`src/rtl/fetch_pkg.sv`:
```
// Shared types and helpers for the instruction-fetch stage.
//   fetch_state_e : fetch FSM states
//   PC_STEP       : byte distance between sequential instructions
//   is_misaligned : true when a PC's low two bits are not zero
package fetch_pkg;

  typedef enum logic [1:0] {
    ISSUE = 2'd0,  // request valid, waiting for imem to accept
    WAIT  = 2'd1,  // request accepted, waiting for the response
    HOLD  = 2'd2,  // IF/ID entry valid, waiting for decode
    FAULT = 2'd3   // misaligned redirect seen; parked until reset
  } fetch_state_e;

  localparam int PC_STEP = 4;

  // Only the two low PC bits matter for word alignment.
  function automatic logic is_misaligned(input logic [1:0] pc_lo);
    return (pc_lo != 2'b00);
  endfunction

endpackage

```
`src/rtl/fetch_stage_adder.sv`:
```
// Plain combinational adder/subtracter used for the pc+4 computation.
//   a, b   : operands
//   result : a + b (or a - b when IS_SUBTRACTER), modulo 2^ADDER_WIDTH
module fetch_stage_adder #(
  parameter int ADDER_WIDTH   = 32,
  parameter bit IS_SUBTRACTER = 1'b0
) (
  input  logic [ADDER_WIDTH-1:0] a,
  input  logic [ADDER_WIDTH-1:0] b,
  output logic [ADDER_WIDTH-1:0] result
);

  generate
    if (IS_SUBTRACTER) begin : g_sub
      assign result = a - b;
    end else begin : g_add
      assign result = a + b;
    end
  endgenerate

endmodule

```
`src/rtl/fetch_stage.sv`:
```
// Instruction-fetch stage. Owns the architectural PC, keeps at most one
// instruction-memory request outstanding and buffers the returned word in a
// one-entry IF/ID register handed to decode with a valid/ready handshake.
// Redirects from execute override everything; a response belonging to a
// request issued before a redirect is silently dropped.
//
// Ports
//   clk_i, rst_i        : clock (rising edge), synchronous active-high reset
//   redirect_valid_i/pc : execute redirects fetch to redirect_pc_i
//   imem_req_*          : request channel (valid/ready, address = current PC)
//   imem_rsp_valid_i    : one response per accepted request, >= 1 cycle later
//   imem_rdata_i        : instruction word returned with the response
//   if_valid_o          : IF/ID entry valid; id_ready_i consumes it
//   if_pc_o/_plus4_o    : PC of the buffered instruction and PC+4
//   if_instr_o          : buffered instruction word
//   fetch_fault_o       : sticky misaligned-redirect indication
module fetch_stage
  import fetch_pkg::*;
#(
  parameter int              XLEN         = 32,
  parameter logic [XLEN-1:0] RESET_VECTOR = '0
) (
  input  logic            clk_i,
  input  logic            rst_i,
  input  logic            redirect_valid_i,
  input  logic [XLEN-1:0] redirect_pc_i,
  output logic            imem_req_valid_o,
  input  logic            imem_req_ready_i,
  output logic [XLEN-1:0] imem_addr_o,
  input  logic            imem_rsp_valid_i,
  input  logic [31:0]     imem_rdata_i,
  output logic            if_valid_o,
  input  logic            id_ready_i,
  output logic [XLEN-1:0] if_pc_o,
  output logic [XLEN-1:0] if_pc_plus4_o,
  output logic [31:0]     if_instr_o,
  output logic            fetch_fault_o
);

  localparam logic [XLEN-1:0] STEP = XLEN'(PC_STEP);

  fetch_state_e    state_reg, state_next;
  logic [XLEN-1:0] pc_reg, pc_next;
  logic            drop_reg, drop_next;
  logic [XLEN-1:0] if_pc_reg, if_pc_plus4_reg;
  logic [31:0]     if_instr_reg;
  logic [XLEN-1:0] pc_plus4;
  logic            capture;
  logic            redirect_bad;

  fetch_stage_adder #(
    .ADDER_WIDTH   (XLEN),
    .IS_SUBTRACTER (1'b0)
  ) u_pc_adder (
    .a      (pc_reg),
    .b      (STEP),
    .result (pc_plus4)
  );

  assign redirect_bad = redirect_valid_i && is_misaligned(redirect_pc_i[1:0]);

  always_comb begin
    state_next = state_reg;
    pc_next    = pc_reg;
    drop_next  = drop_reg;
    capture    = 1'b0;

    if (redirect_bad) begin
      // Misaligned target: park in FAULT from any state.
      state_next = FAULT;
      pc_next    = redirect_pc_i;
      drop_next  = 1'b0;
    end else begin
      unique case (state_reg)
        ISSUE: begin
          if (redirect_valid_i) begin
            pc_next = redirect_pc_i;
          end
          if (imem_req_ready_i) begin
            state_next = WAIT;
            // The accepted request was for the old PC; its data is stale.
            if (redirect_valid_i) begin
              drop_next = 1'b1;
            end
          end
        end
        WAIT: begin
          if (redirect_valid_i) begin
            pc_next = redirect_pc_i;
            if (imem_rsp_valid_i) begin
              // Response consumed here, so nothing stays outstanding.
              state_next = ISSUE;
              drop_next  = 1'b0;
            end else begin
              drop_next = 1'b1;
            end
          end else if (imem_rsp_valid_i) begin
            if (drop_reg) begin
              drop_next  = 1'b0;
              state_next = ISSUE;
            end else begin
              capture    = 1'b1;
              pc_next    = pc_plus4;
              state_next = HOLD;
            end
          end
        end
        HOLD: begin
          if (redirect_valid_i) begin
            pc_next    = redirect_pc_i;
            state_next = ISSUE;
          end else if (id_ready_i) begin
            state_next = ISSUE;
          end
        end
        default: begin
          // FAULT: only reset leaves this state.
        end
      endcase
    end
  end

  always_ff @(posedge clk_i) begin
    if (rst_i) begin
      state_reg       <= ISSUE;
      pc_reg          <= RESET_VECTOR;
      drop_reg        <= 1'b0;
      if_pc_reg       <= '0;
      if_pc_plus4_reg <= '0;
      if_instr_reg    <= '0;
    end else begin
      state_reg <= state_next;
      pc_reg    <= pc_next;
      drop_reg  <= drop_next;
      if (capture) begin
        if_pc_reg       <= pc_reg;
        if_pc_plus4_reg <= pc_plus4;
        if_instr_reg    <= imem_rdata_i;
      end
    end
  end

  // Handshake outputs are pure state decodes: no combinational input paths.
  assign imem_req_valid_o = (state_reg == ISSUE);
  assign imem_addr_o      = pc_reg;
  assign if_valid_o       = (state_reg == HOLD);
  assign fetch_fault_o    = (state_reg == FAULT);
  assign if_pc_o          = if_pc_reg;
  assign if_pc_plus4_o    = if_pc_plus4_reg;
  assign if_instr_o       = if_instr_reg;

endmodule
```
`config.mk`:
```
export PLATFORM = sky130hd
export DESIGN_NAME = fetch_stage
export DESIGN_NICKNAME = d
export VERILOG_FILES = /design/src/rtl/fetch_pkg.sv /design/src/rtl/fetch_stage_adder.sv /design/src/rtl/fetch_stage.sv
export SDC_FILE = /design/constraint.sdc
export NUM_CORES = 1
export LEC_CHECK = 0
export BUFFER_PORTS_ARGS = -buffer_cell sky130_fd_sc_hd__buf_2
export CAP_MARGIN = 20
export CORE_MARGIN = 1.5
export CORE_UTILIZATION = 30
export DETAILED_ROUTE_END_ITERATION = 10
export GPL_TIMING_DRIVEN = 0
export SLEW_MARGIN = 15
export SYNTH_ARGS = -nofsm -noshare
export SYNTH_HDL_FRONTEND = slang
export SYNTH_SLANG_ARGS = --single-unit
export TNS_END_PERCENT = 50
```
`constraint.sdc`:
```
create_clock -name clk_i -period 2.7 [get_ports clk_i]
set_input_delay 0.81 -clock clk_i [delete_from_list [all_inputs] [get_ports clk_i]]
set_output_delay 0.81 -clock clk_i [all_outputs]
set_load 0.02 [all_outputs]
```
==> run_results.csv, run 1 <==
group,metric,value,unit
status,status,"complete, no violations",
global_route,gr-usage-all-layers,20.0,%
yosys,syn_area,5910,sq um
die,die_w,143,um
yosys,syn_inst,750,
timing,setup_viol,0,
timing,slew_violations,0,
placed_design,gp_congestion,0.825,
yosys,yosysUniqueCellTypes,54,
layout,multi_input_area,2980,sq um
setup_path,cp_max_fo,10,
layout,antenna_cells,0,
yosys,ys_seq_area_share,43.7,%
timing,worstMarginPinSlew,0.643,ns
die,rows,51,
power_and_ir_drop,powerDensity,710,nW/um^2
clock_network,cts-buffers-inserted,17,
flow_run,drv_cap,0,
routing,vias_per_cell,4.88,
clock_network,cts_root_buf,"clkbuf_16",
clock_network,ctsLongestPathBuffers,2,
clock_network,cts.sinks,129,
global_route,grt_pass1_wl,31300,um
worst_hold_path,holdCritPathClass,"register to register",
clock_network,postCtsSetupBuffers,0,
timing,finalHoldViolCount,0,
setup_path,end_kind,"register",
clock_network,cts_tree,"built",
yosys,ys_seq_elements,129,
setup_path,critPathKind,"register to register",
yosys,synth_edf_count,0,
timing,finalCriticalPeriod,2.58,ns
timing,max_slew_margin,57.2,%
worst_hold_path,hold_depth,2,
power_and_ir_drop,leakage,3.31,nW
global_route,grt.overflow.total,0,
layout,area_growth,32.5,%
routing,dr.pass1.iters,4,
die,core,19400,sq um
yosys,async_flop_share,0,%
setup_path,ff2ff_path_depth,9,
clock_network,cts-htree-levels,4,
placed_design,place_inst,1214,
setup_path,r2r-end,"imem_addr_o[6]",
placed_design,port_buffers,199,
routing,dr_total_vias,6075,
die,start_util,30.4,%
setup_path,worstPathRequired,2.98,ns
timing,fin_crit_sh,95.6,%
layout,finalNetCount,1043,
routing,drc,0,
placed_design,hpwl,15700,um
die,dieArea,20500,sq um
layout,regArea,2580,sq um
timing,rsz0062_at_grt,"true",
setup_path,arrival,2.86,ns
setup_path,startpoint,"state_reg[0]",
power_and_ir_drop,ir_drop,0.494,mV
setup_path,r2r_setup_slack,0.12,ns
setup_path,cp-start-kind,"register",
routing,drt_iter0_drc,399,
die,ioPinCount,201,
timing,fmax,387,MHz
routing,wl,20800,um
routing,antenna_left,0,
power_and_ir_drop,power.total,0.00556,W
layout,final_common_cell,"buf_2",
clock_network,clk_latency,0.42,ns
global_route,antenna_found_initial,0,
layout,stdcell_count,1245,
layout,most-common-layout-cells,"216 x buf_2, 169 x nand2_1, 129 x dfxtp_1",
setup_path,crit_end,"imem_addr_o[6]",
timing,fin_skew,0.00723,ns
routing,avgRoutedWirePerCell,16.7,um
layout,drive_above_1_share,28.3,%
global_route,grt_max_degree,17,
yosys,synth_nets,825,
yosys,yosysWarnings,0,
yosys,avgSynthCellArea,7.87,sq um
global_route,first_global_vias,5550,
yosys,synth_top_flop_cell,"dfxtp_1",
clock_network,path_clk_slew,0.06,ns
setup_path,r2r-start,"state_reg[0]",
die,die_h,143,um
layout,num-fill-cells,2084,
stage by stage:
stage,util (%),cell area [sq um],hold slack [ns],worst slack (ns),TNS (ns)
after global routing,40.4,7830,0.462,-0.0562,-0.0562
after CTS,40.3,7820,0.450,0.00760,0
after detailed placement,37.3,7230,0.443,-0.336,-20.42
final,40.4,7830,0.449,0.118,0
after global placement,37.3,7230,0.439,-0.351,-21.80
after floorplan,-,5910,0.445,0.528,0
worst min path at each step:
stage	start	endpoint	slack [ns]
floorplan	imem_addr_o[0]	if_pc_o[0]	0.44
global placement	if_instr_o[7]	if_instr_o[7]	0.44
detailed placement	if_instr_o[23]	if_instr_o[23]	0.44
CTS	if_instr_o[23]	if_instr_o[23]	0.45
global route	if_instr_o[17]	if_instr_o[17]	0.46
finish	if_instr_o[9]	if_instr_o[9]	0.45
synth_stat cells (all sizes together) (2+ instances only):
| cell | count | area share, % |
|---|---|---|
| a211o | 2 | 0.30 |
| a211oi | 28 | 3.7 |
| a21o | 5 | 0.64 |
| a21oi | 92 | 7.8 |
| a221oi | 2 | 0.40 |
| a22o | 8 | 1.2 |
| a22oi | 8 | 1.0 |
| a2bb2oi | 2 | 0.30 |
| a31oi | 10 | 1.1 |
| a32o | 4 | 0.68 |
| and2 | 3 | 0.32 |
| and3 | 5 | 0.53 |
| buf | 26 | 2.5 |
| clkbuf | 46 | 2.9 |
| dfxtp | 129 | 44 |
| ha | 5 | 1.1 |
| inv | 8 | 0.51 |
| mux2 | 3 | 0.57 |
| mux2i | 3 | 0.51 |
| nand2 | 170 | 11 |
| nand2b | 2 | 0.21 |
| nand3 | 22 | 1.9 |
| nand4 | 13 | 1.6 |
| nor2 | 67 | 4.3 |
| nor3 | 14 | 1.5 |
| nor4 | 8 | 1.6 |
| o21ai | 22 | 1.9 |
| or3 | 4 | 0.42 |
| xnor2 | 15 | 2.2 |
| xor2 | 13 | 1.9 |
power by group:
group / switching, W / leakage [nW] / total, W / internal (W)
logic: 0.000737 / 1.97 / 0.00112 / 0.000380
registers: 0.000122 / 1.05 / 0.00215 / 0.00202
clock network: 0.000825 / 0.290 / 0.00230 / 0.00147
total: 0.00168 / 3.31 / 0.00556 / 0.00388
worst max-delay path, stage by stage (launching register included):
cell and delay (ns):
dfxtp_1 0.36, inv_1 0.09, ha_1 0.21, buf_2 0.17
nor3_2 0.34, a221o_1 0.36, buf_2 0.31, buf_2 0.31
a2bb2oi_1 0.24, nor2_1 0.06
routing by layer:
metal  global-route usage [%]  vias to the layer above  share of wire, %
met5                        0                        -                 0
met4                     6.87                        0               2.0
met3                     5.56                       24               7.7
met2                     30.0                      195                44
met1                     27.6                     2841                46
li1                         -                     3015                 -
cell families (layout without fill, tap and decap cells):
logic type / count (synthesis) / count (layout) / synth area share [%]
AND/OR/NAND/NOR: 314 / 314 / 24.3
AO/OA/AOI/OAI: 188 / 188 / 19.8
flip-flops: 129 / 129 / 43.7
buffers and inverters: 80 / 310 / 5.95
XOR/XNOR: 28 / 28 / 4.15
multiplexers: 6 / 6 / 1.08
adder cells (fa/ha/maj): 5 / 5 / 1.06
final cells by class:
cell class                 count  share of cell area, %
sequential                   129                   33.0
timing repair buffer         199                   12.7
tap                          265                   4.24
buffer                        72                   4.17
inverter                       8                  0.384
multi-input combinational    541                   38.0
clock buffer                  26                   6.51
clock inverter                 5                  0.959
what timing repair did:
action                     CTS  global route
hold endpoints to repair     0             0
setup endpoints to repair    0            99
gates resized for setup      0             8
hold buffers                 0             0
No activity file was read; power rests on OpenSTA's default activity.
==> inputs of run 2 (changes only) <==
Settings changed: ABC_AREA set to 1, ABC_CLOCK_PERIOD_IN_PS set to 2700.
==> run 2 against run 1 <==
- critical path depth unchanged
- clock power increased by 4%
- global-route usage increased by 0.29 points
- via count about the same
- setup slack better by 0.49 ns
- first-iteration DRC count is 3.0% lower
- area after synthesis hardly changed
- worst hold slack gained 0.019 ns
- clock-buffer cell count down 1
- power increased by 51%
- wire length is 0.79% higher
==> run_results.csv, run 2 <==
group,metric,value,unit
layout,drive_above_1_share,27.7,%
yosys,syn_area,5910,sq um
die,ioPinCount,201,
yosys,avgSynthCellArea,7.13,sq um
die,rows,51,
placed_design,hpwl,16100,um
flow_run,drv_cap,0,
global_route,gr-usage-all-layers,20.3,%
routing,vias_per_cell,4.60,
yosys,yosysMostFrequentCell,"nor2_1",
setup_path,arrival,2.39,ns
timing,finalHoldViolCount,0,
layout,final_common_cell,"buf_2",
clock_network,cts_tree,"built",
timing,fin_ws,0.610,ns
setup_path,cp_max_fo,10,
clock_network,ctsLongestPathBuffers,2,
layout,finalNetCount,1121,
routing,wl,21000,um
timing,max_slew_margin,58.9,%
setup_path,critPathKind,"register to register",
yosys,synth_top_cell_area_share,43.7,%
clock_network,cts_root_buf,"clkbuf_16",
die,start_util,30.5,%
clock_network,postCtsHoldBufs,0,
placed_design,place_inst,1292,
timing,worstMarginPinSlew,0.617,ns
clock_network,postCtsSetupBuffers,0,
placed_design,dp_slack,0.315,ns
routing,dr.pass1.iters,6,
power_and_ir_drop,powerDensity,1070,nW/um^2
global_route,antenna_found_initial,0,
global_route,grt.overflow.total,0,
global_route,grt_pass1_wl,31100,um
clock_network,cts_resized,0,
routing,antenna_left,0,
clock_network,cts.sinks,129,
yosys,syn_inst,828,
layout,most-common-layout-cells,"215 x buf_2, 182 x nor2_1, 129 x dfxtp_1",
timing,finalCriticalPeriod,2.09,ns
layout,antenna_cells,0,
placed_design,gp_congestion,0.931,
timing,fin_crit_sh,77.4,%
worst_hold_path,holdCritPathClass,"register to register",
setup_path,cp-start-kind,"register",
clock_network,cts-htree-levels,4,
die,core,19400,sq um
power_and_ir_drop,leakage,3.73,nW
yosys,synth.top_cells.by_count,"182 x nor2_1, 129 x dfxtp_1, 123 x nand2_1",
yosys,yosysWarnings,0,
global_route,first_global_vias,5537,
die,die_h,143,um
layout,stdcell_count,1322,
yosys,yosys.area.top_type,"dfxtp_1",
global_route,grt_max_degree,17,
die,dieArea,20500,sq um
yosys,synth_edf_count,0,
yosys,synth_top_flop_cell,"dfxtp_1",
die,die_w,143,um
layout,area_growth,32.7,%
timing,fin_skew,0.0141,ns
yosys,ys_seq_elements,129,
clock_network,cts-buffers-inserted,17,
timing,fmax,478,MHz
yosys,yosysUniqueCellTypes,36,
clock_network,path_clk_slew,0.06,ns
routing,drt_iter0_drc,387,
timing,setup-tns-final,0,ns
routing,dr_total_vias,6078,
yosys,async_flop_share,0,%
placed_design,port_buffers,199,
timing,rsz0062_at_grt,"false",
yosys,synth_nets,903,
timing,setup_viol,0,
yosys,synthTopCellsByArea,"dfxtp_1 44%, nor2_1 12%, o21ai_0 9.4%",
routing,avgRoutedWirePerCell,15.9,um
timing,slew_violations,0,
setup_path,end_kind,"register",
power_and_ir_drop,ir_drop,0.504,mV
setup_path,worstPathRequired,3.00,ns
status,status,"complete, no violations",
clock_network,clk_latency,0.42,ns
yosys,ys_seq_area_share,43.7,%
routing,drc,0,
run 2: layout make-up:
class / instances / area [sq um]
Timing Repair Buffer: 199 / 996
Tap cell: 265 / 332
Multi-Input combinational cell: 591 / 2860
Buffer: 49 / 245
Clock inverter: 5 / 100
Clock buffer: 25 / 505
Sequential cell: 129 / 2580
Inverter: 59 / 221
Fill cell: 2138 / 11600
run 2: worst paths after layout:
| path | slack, ns | from | depth (start not counted) | end |
|---|---|---|---|---|
| min reg2reg | 0.47 | if_pc_o[2] | 2 | if_pc_o[2] |
| max | 0.61 | state_reg[1] | 9 | imem_addr_o[16] |
| min | 0.47 | if_pc_o[2] | 2 | if_pc_o[2] |
| max reg2reg | 0.61 | state_reg[1] | 9 | imem_addr_o[16] |
run 2: cells by family (layout without fill, tap and decap cells):
group / count (synthesis) / in the layout / share of synthesized area (%)
and+or+nand+nor: 363 / 363 / 26.6
AOI/OAI and AO/OA: 209 / 209 / 18.3
DFF: 129 / 129 / 43.7
buffers and inverters: 108 / 337 / 7.90
xor gates and xnor gates: 14 / 14 / 2.33
adders and majority gates: 5 / 5 / 1.06
run 2: routing by layer:
metal | wire length, um | vias to the layer above | GRT usage, %
met4 | 260 | 0 | 5.48
met1 | 9410 | 2735 | 25.7
met5 | 0 | - | 0
met2 | 9630 | 228 | 33.2
li1 | - | 3097 | -
met3 | 1660 | 18 | 6.70
run 2: metrics by stage:
stage | util [%] | hold slack (ns) | power, W | cell area (sq um)
after floorplan | - | 0.449 | 0.00484 | 5910
after global placement | 37.3 | 0.453 | 0.00601 | 7230
after detailed placement | 37.3 | 0.460 | 0.00603 | 7230
after CTS | 40.4 | 0.469 | 0.00844 | 7840
after global routing | 40.4 | 0.490 | 0.00892 | 7840
final | 40.4 | 0.468 | 0.00839 | 7840
run 2: worst max-delay path, cell delays in order, from the launching register on:
cell	delay [ns]
dfxtp_1	0.39
inv_1	0.08
ha_1	0.20
inv_1	0.11
nand2_1	0.13
nor2_4	0.26
inv_1	0.18
clkbuf_1	0.30
a21oi_1	0.23
a21oi_1	0.08
run 2: report_power, final:
part / internal (W) / switching (W)
combinational: 0.000990 / 0.00212
clock: 0.00156 / 0.000837
sequential: 0.00235 / 0.000538
total: 0.00490 / 0.00349
==> inputs of run 3 (changes only) <==
Settings changed: ABC_CLOCK_PERIOD_IN_PS 2700 to 2000.
Clock period 2.7 ns to 2 ns, I/O delays scaled along.
==> run 3 against run 2 <==
- flip-flop and latch count is the same
- clock power grew 35%
- sequential power increased by 35%
- sequential share of layout area shrank 0.18 points
- setup slack got worse by 0.47 ns
- via count is 0.13% lower
- utilization grew 0.28 points
- non-clock buffer count up 3
- worst hold slack worse by 0.039 ns
- wire length barely moved
- highest routed layer unchanged
==> run_results.csv, run 3 (same netlist as run 2, synthesis figures left out) <==
group,metric,value,unit
timing,fin_skew,0.0111,ns
global_route,antenna_found_initial,0,
placed_design,port_buffers,199,
timing,setup-tns-final,0,ns
layout,antenna_cells,0,
setup_path,critPathKind,"register to primary output",
die,die_w,143,um
timing,rsz0062_at_grt,"false",
status,status,"complete, no violations",
routing,dr.pass1.iters,5,
layout,fin_area,7900,sq um
placed_design,dp_slack,-0.175,ns
setup_path,arrival,1.26,ns
power_and_ir_drop,ir_drop,0.582,mV
setup_path,cp-start-kind,"register",
clock_network,cts.sinks,129,
routing,antenna_left,0,
timing,fin_crit_sh,93.2,%
clock_network,path_clk_slew,0.06,ns
clock_network,cts-htree-levels,4,
die,dieArea,20500,sq um
layout,stdcell_count,1325,
timing,slew_violations,0,
timing,fin_ws,0.136,ns
global_route,grt.overflow.total,0,
clock_network,postCtsHoldBufs,0,
layout,drive_above_1_share,28.7,%
placed_design,gp_congestion,0.931,
timing,worstMarginPinSlew,0.619,ns
die,rows,51,
placed_design,place_inst,1292,
global_route,grt_pass1_wl,31100,um
flow_run,drv_cap,0,
timing,finalCriticalPeriod,1.86,ns
layout,area_growth,33.7,%
routing,avgRoutedWirePerCell,15.8,um
timing,finalHoldViolCount,0,
global_route,gr-usage-all-layers,20.3,%
placed_design,placed_area,7230,sq um
routing,vias_per_cell,4.58,
timing,max_slew_margin,58.7,%
power_and_ir_drop,power.total,0.0114,W
placed_design,hpwl,16100,um
timing,fmax,536,MHz
layout,most-common-layout-cells,"214 x buf_2, 182 x nor2_1, 126 x dfxtp_1",
global_route,grt_max_degree,17,
setup_path,cp_max_fo,4,
die,start_util,30.5,%
setup_path,worstPathRequired,1.40,ns
die,die_h,143,um
layout,final_common_cell,"buf_2",
power_and_ir_drop,leakage,3.75,nW
clock_network,cts_tree,"built",
routing,drc,0,
timing,setup_viol,0,
routing,wl,21000,um
die,ioPinCount,201,
clock_network,clk_latency,0.42,ns
die,core,19400,sq um
routing,dr_total_vias,6070,
clock_network,cts_root_buf,"clkbuf_16",
layout,finalNetCount,1124,
worst_hold_path,holdCritPathClass,"primary input to register",
routing,drt_iter0_drc,381,
clock_network,ctsLongestPathBuffers,2,
power_and_ir_drop,powerDensity,1450,nW/um^2
setup_path,end_kind,"primary output",
global_route,first_global_vias,5530,
clock_network,cts-buffers-inserted,17,
-- run 3: changes by cell type in the layout (fill, tap and decap cells not counted), moves of 2 or more --
cell / delta
buf_4: +3
dfxtp_1: -3
dfxtp_2: +3
inv_4: +2
nand2_1: -2
o21ai_0: -3
o21ai_1: +3
-- run 3: power breakdown --
| group | switching, W | internal [W] |
|---|---|---|
| registers | 0.000730 | 0.00317 |
| clock network | 0.00113 | 0.00211 |
| logic | 0.00289 | 0.00140 |
-- run 3: metal layers --
metal	up-vias	routed length, um	GRT usage (%)
met1	2756	9470	25.7
met5	-	0	0
met2	194	9710	33.3
met4	0	219	5.21
met3	15	1560	6.70
li1	3105	-	-
-- run 3: area by class of cell --
type / instances / area [sq um]
multi-input cells: 591 / 2880
plain buffers: 49 / 249
inverters: 59 / 226
clock inverters: 5 / 100
repair buffers: 202 / 1020
clock buffers: 25 / 505
well taps: 265 / 332
flip-flops and latches: 129 / 2590
fillers: 2140 / 11500
-- run 3: repair_timing --
action                     CTS  global route
pin swaps                    0             1
buffers inserted             0             3
resized for setup            1            15
setup endpoints to repair   10            84
-- run 3: worst paths after layout --
path / startpoint / end / slack [ns] / depth (start not counted)
setup / recovery: state_reg[0] / imem_req_valid_o / 0.14 / 3
hold / removal: imem_rdata_i[22] / if_instr_o[22] / 0.43 / 3
setup reg to reg: imem_addr_o[3] / if_pc_plus4_o[30] / 0.15 / 10
hold reg to reg: if_pc_o[2] / if_pc_o[2] / 0.47 / 2
-- run 3: through the flow --
step,utilization [%],hold slack [ns]
2_1_floorplan,-,0.449
3_3_place_gp,37.3,0.453
3_5_place_dp,37.3,0.460
4_1_cts,40.4,0.416
5_1_grt,40.7,0.425
6_report,40.7,0.429
-- run 3: worst max-delay path, cell delays in order, from the launching register on --
cell and delay, ns:
dfxtp_1 0.37, inv_1 0.08, ha_1 0.23, buf_2 0.17
